### config.mk
export PLATFORM = sky130hd
export DESIGN_NAME = cpu_trace_streamer
export DESIGN_NICKNAME = d
export VERILOG_FILES = /design/src/rtl/cpu_trace_pkg.sv /design/src/rtl/cpu_trace_streamer.sv
export SDC_FILE = /design/constraint.sdc
export NUM_CORES = 1
export LEC_CHECK = 0
export CAP_MARGIN = 20
export CORE_ASPECT_RATIO = 1.75
export CORE_MARGIN = 5
export CORE_UTILIZATION = 41
export CTS_BUF_LIST = sky130_fd_sc_hd__clkbuf_16
export DETAILED_ROUTE_END_ITERATION = 12
export GPL_TIMING_DRIVEN = 0
export PLACE_DENSITY = 0.72
export SLEW_MARGIN = 20
export SYNTH_ARGS = -nofsm -noshare
export SYNTH_HDL_FRONTEND = slang
export SYNTH_SLANG_ARGS = --single-unit
### constraint.sdc
create_clock -name clk -period 3.1 [get_ports clk]
set_clock_uncertainty 0.05 [all_clocks]
set_input_delay 0.31 -clock clk [delete_from_list [all_inputs] [get_ports clk]]
set_output_delay 0.31 -clock clk [all_outputs]
set_load 0.02 [all_outputs]
### src/rtl/cpu_trace_pkg.sv
// Shared types and constants for the CPU trace record streamer.
// A record is a header word, the PC, the instruction word, then the register file.
package cpu_trace_pkg;

   typedef enum logic [2:0] {
      IDLE,
      HDR,
      PC,
      INSTR,
      REGS,
      DONE
   } trace_state_e;

   localparam int FRAME_WORDS = 35;
   localparam logic [7:0] DEFAULT_HDR_MAGIC = 8'hA5;

   // Word offsets inside one record
   localparam int W_HDR   = 0;
   localparam int W_PC    = 1;
   localparam int W_INSTR = 2;
   localparam int W_REG0  = 3;

endpackage

### src/rtl/cpu_trace_streamer.sv
// Captures each retired instruction, stalls the core while the register file is
// dumped through a debug read port, and streams the record over valid/ready.
module cpu_trace_streamer
   import cpu_trace_pkg::*;
#(
   parameter int         NUM_REGS    = 32,
   parameter int         MAX_RECORDS = 153,
   parameter logic [7:0] HDR_MAGIC   = DEFAULT_HDR_MAGIC
) (
   input  logic        clk,
   input  logic        rst,
   input  logic        enable,
   input  logic        commit,
   input  logic [31:0] commit_pc,
   input  logic [31:0] commit_instr,
   output logic        cpu_stall,
   output logic [4:0]  rf_raddr,
   input  logic [31:0] rf_rdata,
   output logic        tx_valid,
   input  logic        tx_ready,
   output logic [31:0] tx_data,
   output logic        tx_last,
   output logic        done,
   output logic        overflow
);

   localparam logic [4:0]  LAST_REG  = 5'(NUM_REGS - 1);
   localparam logic [15:0] MAX_REC16 = 16'(MAX_RECORDS);

   trace_state_e state_q, state_d;
   logic [31:0]  pc_q, pc_d;
   logic [31:0]  instr_q, instr_d;
   logic [4:0]   regIdx_q, regIdx_d;
   logic [15:0]  recIdx_q, recIdx_d;
   logic         overflow_q, overflow_d;

   logic busy;
   logic xfer;

   always_ff @(posedge clk) begin
      if (rst) begin
         state_q    <= IDLE;
         pc_q       <= '0;
         instr_q    <= '0;
         regIdx_q   <= '0;
         recIdx_q   <= '0;
         overflow_q <= 1'b0;
      end else begin
         state_q    <= state_d;
         pc_q       <= pc_d;
         instr_q    <= instr_d;
         regIdx_q   <= regIdx_d;
         recIdx_q   <= recIdx_d;
         overflow_q <= overflow_d;
      end
   end

   assign busy = (state_q == HDR) || (state_q == PC) ||
                 (state_q == INSTR) || (state_q == REGS);
   assign xfer = busy && tx_ready;

   always_comb begin
      state_d    = state_q;
      pc_d       = pc_q;
      instr_d    = instr_q;
      regIdx_d   = regIdx_q;
      recIdx_d   = recIdx_q;
      overflow_d = overflow_q;

      // A commit arriving while a record is still in flight is lost; flag it
      if (busy && commit && enable) begin
         overflow_d = 1'b1;
      end

      case (state_q)
         IDLE: begin
            if (commit && enable) begin
               pc_d     = commit_pc;
               instr_d  = commit_instr;
               regIdx_d = '0;
               state_d  = HDR;
            end
         end
         HDR: begin
            if (xfer) state_d = PC;
         end
         PC: begin
            if (xfer) state_d = INSTR;
         end
         INSTR: begin
            if (xfer) state_d = REGS;
         end
         REGS: begin
            if (xfer) begin
               if (regIdx_q == LAST_REG) begin
                  regIdx_d = '0;
                  recIdx_d = recIdx_q + 16'd1;
                  state_d  = ((recIdx_q + 16'd1) == MAX_REC16) ? DONE : IDLE;
               end else begin
                  regIdx_d = regIdx_q + 5'd1;
               end
            end
         end
         DONE: begin
            state_d = DONE;
         end
         default: begin
            state_d = IDLE;
         end
      endcase
   end

   // Output word mux; REGS data comes straight from the stalled register file
   always_comb begin
      tx_data = '0;
      case (state_q)
         HDR:     tx_data = {HDR_MAGIC, 8'h00, recIdx_q};
         PC:      tx_data = pc_q;
         INSTR:   tx_data = instr_q;
         REGS:    tx_data = rf_rdata;
         default: tx_data = '0;
      endcase
   end

   assign tx_valid  = busy;
   assign cpu_stall = busy;
   assign tx_last   = (state_q == REGS) && (regIdx_q == LAST_REG);
   assign rf_raddr  = (state_q == REGS) ? regIdx_q : 5'd0;
   assign done      = (state_q == DONE);
   assign overflow  = overflow_q;

endmodule

==> results.toml, run 1 <==
[cts]
cts_max_level = 3
clk_latency_ps = 340
post_cts_resize_count = 6
cts_hold_buf = 0
cts_buffers = 9
cts_tree = "built"
numClockSinks = 89
path_clk_slew_ps = 60
cts_root_buf = "clkbuf_16"
post_cts_buffers = 0
clock_path_buffers = 2

[drt]
route.detailed.drc = 0
dr.pass1.iters = 6
via_count = 4929
first_iter_violations = 255
ant_nets = 0
routed_wl_mm = 15.8
avgRoutedWirePerCell_um = 17.4
viasPerCell = 5.42

[worst_setup_path]
r2r_start = "state_q[0]"
slowest_delay_ps = 640
reg2reg_depth = 9
cp_common_cell = "clkbuf_1"
critPathMaxFanout = 10
end_kind = "output pin"
crit_start = "state_q[2]"
critPathSlowestCell = "clkdlybuf4s50_1"
startpoint_type = "register"
crit_required_ps = 2740
cp_data_arrival_time_ps = 2630
path_cells = "clkbuf_1 -> clkbuf_1 -> and2_1 -> clkdlybuf4s50_1"
critical_path_class = "register to output pin"

[yosys]
yosysUniqueCellTypes = 48
yosys_register_bits = 89
synth-async-reset-ratio_pct = 0
netlist.area_leader.share_pct = 38.9
yosysWarnings = 0
synth-main-ff-cell = "dfxtp_1"
synth_edf_count = 0
synth_nets = 726
synth_seq_area_share_pct = 38.9
yosys-top-cells-area = "dfxtp_1 39%, nand2_1 15%, a21oi_1 7.6%"
synth_top_area_cell = "dfxtp_1"
avgSynthCellArea_um2 = 7.38
synth_area_mm2 = 0.00458
syn_inst = 621

[final_layout]
nets = 877
n_fill_cell = 1034
multi_input_area_mm2 = 0.00256
final_cell_mix = "184 x nand2_1, 140 x clkdlybuf4s50_1, 89 x dfxtp_1"
diodes = 0
fin_cells = 909
layout_commonest_cell = "nand2_1"
area_delta_synth_final_pct = 41.3
drive_above_1_share_pct = 8.11
seqCellArea_mm2 = 0.00178

[place]
placed_cells = 894
io_buffer_count = 141
place.gp.congestion = 0.872
dp_hpwl_mm = 12.3

[sta]
hold_viol_final = 0
fin_setup_tns_ps = 0
post-route-period-util_pct = 96.3
setup_violations = 0
rsz0062_at_grt = "false"
min_period_ps = 2990
slew_headroom_pct = 57.5
clock.fmax_ghz = 0.335
worstMarginPinSlew_ps = 637
drv_slew = 0
holdWs_ps = 405

[floorplanning]
num_rows = 51
die_w_um = 89.9
initial_core_util_pct = 41.5
die_h_um = 150
fp.dieArea_mm2 = 0.0135
core_area_mm2 = 0.0110
ios = 143

[global_route]
grtUsageTotal_pct = 23.0
grt_overflow = 0
grt_pass1_wl_mm = 24.8
grt_antenna_before_repair = 0
grt_pass1_vias = 5145
grt_start_max_net_pins = 17

[power]
p_leak_nw = 2.28
power_density_mw_per_mm2 = 423
ir_drop_mv = 0.373

[run]
cap_violations = 0

[worst_hold_path]
hp-start = "pc_q[14]"
worstHoldPathType = "register to register"
whs_path_depth = 2

[run_status]
status = "finished clean"
-- logic make-up (layout without fill, tap and decap cells) --
group | count (synthesis) | after routing | synth area share, %
adders and majority gates | 4 | 4 | 1.09
AOI/OAI and AO/OA | 152 | 152 | 19.0
and+or+nand+nor | 271 | 271 | 26.0
muxes | 25 | 25 | 5.81
DFF | 89 | 89 | 38.9
xor gates and xnor gates | 20 | 20 | 3.82
buffers and inverters | 60 | 216 | 5.43
-- synthesized netlist by cell type (2+ instances only) --
| master | count |
|---|---|
| nand2b_1 | 7 |
| ha_1 | 4 |
| and2_1 | 9 |
| nor3_1 | 8 |
| mux2i_1 | 12 |
| nand2_1 | 184 |
| inv_1 | 4 |
| nor2b_1 | 5 |
| o21ai_0 | 44 |
| o31ai_1 | 2 |
| nor4_1 | 8 |
| nand4_1 | 3 |
| a211o_1 | 2 |
| buf_2 | 16 |
| nor2_1 | 24 |
| a22oi_1 | 20 |
| or3_1 | 2 |
| nand3_1 | 7 |
| xnor2_1 | 11 |
| a32oi_1 | 2 |
| clkbuf_1 | 36 |
| and3_1 | 3 |
| a31oi_1 | 3 |
| o31a_1 | 2 |
| xor2_1 | 9 |
| a21oi_1 | 70 |
| dfxtp_1 | 89 |
| mux2_2 | 13 |
| buf_1 | 3 |
-- critical path, delay by kind of cell (launching register included) --
kind	cells	cell delay [ps]
flops	1	470
buf+inv	3	1590
simple gates	1	220
-- where the power goes --
group / internal (mW) / total, mW / leakage (nW) / switching (mW)
sequential: 1.19 / 1.21 / 0.724 / 0.0244
combinational: 0.210 / 0.418 / 1.42 / 0.208
clock: 0.630 / 1.11 / 0.135 / 0.479
total: 2.03 / 2.74 / 2.28 / 0.711
-- per-stage QoR --
stage	cell area, µm²	power (mW)	setup slack [ps]	util [%]
global placement	6160	1.65	94.1	55.8
CTS	6470	2.76	24.4	58.7
floorplan	4580	1.43	986	-
detailed placement	6160	1.65	170	55.8
finish	6480	2.74	115	58.7
global route	6480	2.84	51.2	58.7
-- metal layers --
metal  part of all wire (%)  GRT usage [%]  vias up  routed length [µm]
li1                       -              -     2405                   -
met1                     36           23.4     2289                5650
met2                     53           41.8      177                8290
met3                    5.5           4.23       58                 866
met4                    6.1           16.2        0                 963
met5                      0              0        -                   0
-- cell type report --
type                    count  share of cell area (%)
clock inverters             7                    1.20
repair buffers            141                    21.8
flip-flops and latches     89                    27.5
plain buffers              55                    3.75
multi-input cells         472                    39.5
inverters                   4                   0.232
clock buffers               9                    3.48
well taps                 132                    2.55
-- path summary, 6_finish.rpt --
path / end / slack, ps
setup reg to reg: instr_q[1] / 560
setup / recovery: done / 110
hold / removal: pc_q[14] / 410
hold reg to reg: pc_q[14] / 410
-- registers in the layout, indices dropped and copies added (netlist names) --
name	cells
pc_q	32
recIdx_q	16
regIdx_q	5
overflow	1
state_q	3
instr_q	32
(Power assumes the default switching activity.)
==> inputs of run 2 (changes only) <==
--- a/config.mk
+++ b/config.mk
@@ -6,13 +6,14 @@
 export NUM_CORES = 1
 export LEC_CHECK = 0
 export CAP_MARGIN = 20
+export CELL_PAD_IN_SITES_DETAIL_PLACEMENT = 2
+export CELL_PAD_IN_SITES_GLOBAL_PLACEMENT = 2
 export CORE_ASPECT_RATIO = 1.75
-export CORE_MARGIN = 5
-export CORE_UTILIZATION = 41
-export CTS_BUF_LIST = sky130_fd_sc_hd__clkbuf_16
+export CORE_MARGIN = 2
+export CORE_UTILIZATION = 27
 export DETAILED_ROUTE_END_ITERATION = 12
 export GPL_TIMING_DRIVEN = 0
-export PLACE_DENSITY = 0.72
+export PLACE_DENSITY_LB_ADDON = 0.1
 export SLEW_MARGIN = 20
 export SYNTH_ARGS = -nofsm -noshare
 export SYNTH_HDL_FRONTEND = slang
==> run 2 against run 1 <==
Cell count is 11% higher. Utilization is 19 points lower. Sequential cell count stayed put. Via count is 1.5% higher. Register-to-register slack worse by 210 ps. Total power is 4.3% higher. Die area is 34% higher. Largest power group unchanged. Highest routed layer unchanged.
==> results.toml, run 2 (synthesized netlist as in run 1, its figures left out) <==
[final_layout]
nets = 878
layout_commonest_cell = "nand2_1"
final_cell_mix = "184 x nand2_1, 139 x clkdlybuf4s50_1, 89 x dfxtp_1"
drive_above_1_share_pct = 8.23
area_delta_synth_final_pct = 44.4
utilization_pct = 39.4
top_regs = "instr_q: 32 flops, pc_q: 32 flops, recIdx_q: 16 flops"
diodes = 0

[sta]
slew_headroom_pct = 51.6
clock.fmax_ghz = 0.336
hold_viol_final = 0
layout_setup_ws_ps = 125
fin_setup_tns_ps = 0
rsz0062_at_grt = "false"
setup_violations = 0
min_period_ps = 2970
holdWs_ps = 408
drv_slew = 0
worstMarginPinSlew_ps = 725
post-route-period-util_pct = 96.0

[cts]
clock_path_buffers = 2
cts_buffers = 9
cts_hold_buf = 0
clk_latency_ps = 360
cts_max_level = 3
cts_tree = "built"
numClockSinks = 89
cts_root_buf = "clkbuf_16"
path_clk_slew_ps = 80

[power]
power_density_mw_per_mm2 = 432
report.power.total_mw = 2.86
ir_drop_mv = 0.235
p_leak_nw = 2.32

[global_route]
grt_pass1_vias = 5640
grt_overflow = 0
grt_antenna_before_repair = 0
grt_start_max_net_pins = 15
grtUsageTotal_pct = 22.8
grt_pass1_wl_mm = 30.8

[drt]
avgRoutedWirePerCell_um = 20.0
viasPerCell = 4.98
dr.pass1.iters = 4
first_iter_violations = 111
routed_wl_mm = 20.1
route.detailed.drc = 0
via_count = 5003
ant_nets = 0

[worst_setup_path]
end_kind = "output pin"
critPathMaxFanout = 10
startpoint_type = "register"
critical_path_class = "register to output pin"
cp_data_arrival_time_ps = 2610
crit_required_ps = 2740
reg2reg_setup_slack_ps = 350

[floorplanning]
die_w_um = 103
fp.dieArea_mm2 = 0.0181
core_area_mm2 = 0.0168
die_h_um = 176
num_rows = 63
ios = 143
initial_core_util_pct = 27.3

[place]
dp_hpwl_mm = 15.8
io_buffer_count = 141
place.gp.congestion = 0.838
dp_slack_ps = -65.5

[run_status]
status = "finished clean"

[run]
cap_violations = 0

[worst_hold_path]
worstHoldPathType = "register to register"
[run 2: cell count changes in the layout (fill, tap and decap cells not counted), sizes merged]
cell           delta
clkinv            +3
dlymetal6s2s      +1
clkdlybuf4s50     -1
clkinvlp          -3
clkbuf            +2
inv               -2
bufinv            +1
[run 2: what timing repair did]
| item | CTS | global route |
|---|---|---|
| resized for setup | 12 | 8 |
| pin swaps | 0 | 0 |
| buffers inserted | 0 | 0 |
| endpoints found under the setup margin | 38 | 8 |
[run 2: area by class of cell]
cell class	count	area, µm²
Buffer	56	254
Clock buffer	10	229
Clock inverter	6	82.6
Fill cell	2009	10200
Inverter	4	15.0
Multi-Input combinational cell	472	2560
Sequential cell	89	1780
Tap cell	227	284
Timing Repair Buffer	141	1420
[run 2: final timing paths]
path               startpoint     endpoint  cells after the start
setup / recovery   state_q[2]   tx_data[4]                      5
hold reg to reg   instr_q[16]  instr_q[16]                      2
setup reg to reg   state_q[0]   instr_q[1]                      9
hold / removal    instr_q[16]  instr_q[16]                      2
[run 2: power by group]
part	switching, mW	internal [mW]
logic	0.230	0.212
registers	0.0257	1.19
clock network	0.497	0.704
[run 2: worst max-delay path, cell delays in order (launching register included)]
cell and delay (ps):
dfxtp_1 470, nor3b_2 450, clkbuf_2 440, nand2_1 90, o21ai_0 140, clkdlybuf4s50_1 660
[run 2: per-stage QoR]
| stage | instance area [µm²] | std cells |
|---|---|---|
| floorplan | 4580 | 621 |
| global placement | 6280 | 989 |
| detailed placement | 6280 | 989 |
| CTS | 6610 | 1005 |
| global route | 6620 | 1005 |
| finish | 6620 | 1005 |
[run 2: layer usage]
layer,wire length (µm),vias to the layer above,share of wire [%],GRT usage (%)
li1,-,2404,-,-
met1,7480,2481,37,22.9
met2,11600,103,58,45.8
met3,662,15,3.3,4.08
met4,349,0,1.7,6.39
met5,0,-,0,0
==> inputs of run 3 (changes only) <==
--- a/config.mk
+++ b/config.mk
@@ -10,7 +10,7 @@
 export CELL_PAD_IN_SITES_GLOBAL_PLACEMENT = 2
 export CORE_ASPECT_RATIO = 1.75
 export CORE_MARGIN = 2
-export CORE_UTILIZATION = 27
+export CORE_UTILIZATION = 25
 export DETAILED_ROUTE_END_ITERATION = 12
 export GPL_TIMING_DRIVEN = 0
 export PLACE_DENSITY_LB_ADDON = 0.1
==> constraint.sdc (replaced) <==
create_clock -name clk -period 2.9 [get_ports clk]
set_clock_uncertainty 0.05 [all_clocks]
set_input_delay 0.29 -clock clk [delete_from_list [all_inputs] [get_ports clk]]
set_output_delay 0.29 -clock clk [all_outputs]
set_load 0.02 [all_outputs]
==> run 3 against run 2 <==
Global-route usage down 1.6 points. Register-to-register slack worse by 80 ps. Worst hold slack better by 0.98 ps. Total power up 6.6%. Utilization down 2.3 points. Non-clock buffer count unchanged. Critical path type unchanged. Critical endpoint is now tx_data[14]. Largest cell class unchanged.
==> results.toml, run 3 (synthesized netlist as in run 1, its figures left out) <==
[sta]
drv_slew = 0
fin_setup_tns_ps = 0
hold_viol_final = 0
min_period_ps = 2810
slew_headroom_pct = 56.3
setup_violations = 0
post-route-period-util_pct = 96.8
worstMarginPinSlew_ps = 655
clock.fmax_ghz = 0.356
layout_setup_ws_ps = 92.6

[global_route]
use_met1_pct = 20.8
grtUsageTotal_pct = 21.2
grt_pass1_wl_mm = 31.1
grt_overflow = 0
gr-usage-met3_pct = 3.87
grt_antenna_before_repair = 0
grt_start_max_net_pins = 15
busiest_layer = "met2"
grt_pass1_vias = 5686
grt_use_met2_pct = 42.7

[place]
place.gp.congestion = 0.806
dp_slack_ps = -192
io_buffer_count = 141
dp_hpwl_mm = 15.8

[power]
power_density_mw_per_mm2 = 457
p_comb_share_pct = 15.5
p_sw_share_pct = 26.4
power_frac_clock_pct = 41.9
p_leak_nw = 2.47
power.switching_uw = 805
ir_drop_mv = 0.189
internal_power_mw = 2.24
seqPwrFrac_pct = 42.7

[cts]
cts_buffers = 9
clk_latency_ps = 360
cts_hold_buf = 0
cts_max_level = 3
cts_tree = "built"
post_cts_buffers = 0
cts_root_buf = "clkbuf_16"
clock_path_buffers = 2
numClockSinks = 89
post_cts_resize_count = 24
path_clk_slew_ps = 70

[drt]
route.detailed.drc = 0
first_iter_violations = 100
dr.pass1.iters = 4
viasPerCell = 4.91
avgRoutedWirePerCell_um = 19.8
ant_nets = 0
via_count = 4967
routed_wl_mm = 20.0

[worst_setup_path]
path_delay_family = "buffers and inverters"
path_cells = "buf_2 -> clkbuf_4 -> nor2b_1 -> a22oi_1 -> o21ai_0 -> clkdlybuf4s50_1"
critPathSlowestCell = "clkdlybuf4s50_1"
crit_required_ps = 2560
critPathMaxFanout = 10
critical_path_class = "register to output pin"
end_kind = "output pin"
cp_data_arrival_time_ps = 2470
startpoint_type = "register"
crit_buf_inv = 3
slowest_delay_ps = 670

[run]
cap_violations = 0

[floorplanning]
die_h_um = 183
initial_core_util_pct = 25.5
ios = 143
die_w_um = 106
num_rows = 65
core_area_mm2 = 0.0180
fp.dieArea_mm2 = 0.0195

[final_layout]
top_regs = "instr_q: 32 flops, pc_q: 32 flops, recIdx_q: 16 flops"
diodes = 0
utilization_pct = 37.1
drive_above_1_share_pct = 8.61
area_delta_synth_final_pct = 45.6
nets = 878
final_cell_mix = "184 x nand2_1, 129 x clkdlybuf4s50_1, 89 x dfxtp_1"
layout_commonest_cell = "nand2_1"

[run_status]
status = "finished clean"

[worst_hold_path]
worstHoldPathType = "register to register"
## run 3: changes by cell type in the layout (fill, tap and decap cells not counted), moves of 3 or more
cell | previous run | this run
clkbuf_2 | 9 | 5
dlygate4sd2_1 | 0 | 3
clkbuf_8 | 0 | 3
clkbuf_1 | 26 | 23
clkbuf_4 | 2 | 7
clkdlybuf4s50_1 | 139 | 129
clkinv_2 | 3 | 0
dlymetal6s2s_1 | 2 | 9
## run 3: stage by stage
step / cell area [µm²] / cells / hold slack [ps] / total power [mW]
global route: 6680 / 1012 / 428 / 3.17
CTS: 6640 / 1012 / 411 / 3.09
floorplan: 4580 / 621 / 376 / 1.53
global placement: 6290 / 996 / 390 / 1.79
detailed placement: 6290 / 996 / 397 / 1.80
finish: 6680 / 1012 / 409 / 3.05
## run 3: power groups by stage
stage | clock (mW) | combinational (mW) | sequential (mW)
2_1_floorplan | 0 | 0.210 | 1.32
5_1_grt | 1.35 | 0.518 | 1.31
3_3_place_gp | 0 | 0.463 | 1.32
3_5_place_dp | 0 | 0.475 | 1.33
4_1_cts | 1.31 | 0.483 | 1.30
6_report | 1.28 | 0.471 | 1.30
## run 3: cell type report
cell class	count	area, µm²
Fill cell	2107	11300
Buffer	56	275
Inverter	4	15.0
Tap cell	234	293
Multi-Input combinational cell	472	2560
Timing Repair Buffer	141	1430
Clock inverter	3	46.3
Sequential cell	89	1780
Clock buffer	13	270
## run 3: path summary, 6_finish.rpt
path / endpoint / cells past startpoint / slack [ps] / startpoint
worst min register to register: instr_q[15] / 2 / 410 / instr_q[15]
worst max register to register: state_q[2] / 7 / 270 / recIdx_q[0]
worst max-delay path: tx_data[14] / 6 / 90 / state_q[0]
worst min-delay path: instr_q[15] / 2 / 410 / instr_q[15]
## run 3: worst register-to-register path, cell delays in order (launching register included)
cell and delay, ps:
dfxtp_1 460, ha_1 290, nand3_1 200, clkbuf_1 280, o21ai_0 270, o2111ai_1 180, or4_1 590, o31ai_1 240
## run 3: routing by layer
layer	up-vias	share of wire (%)
li1	2406	-
met1	2427	37
met2	108	57
met3	26	3.4
met4	0	2.6
met5	-	0
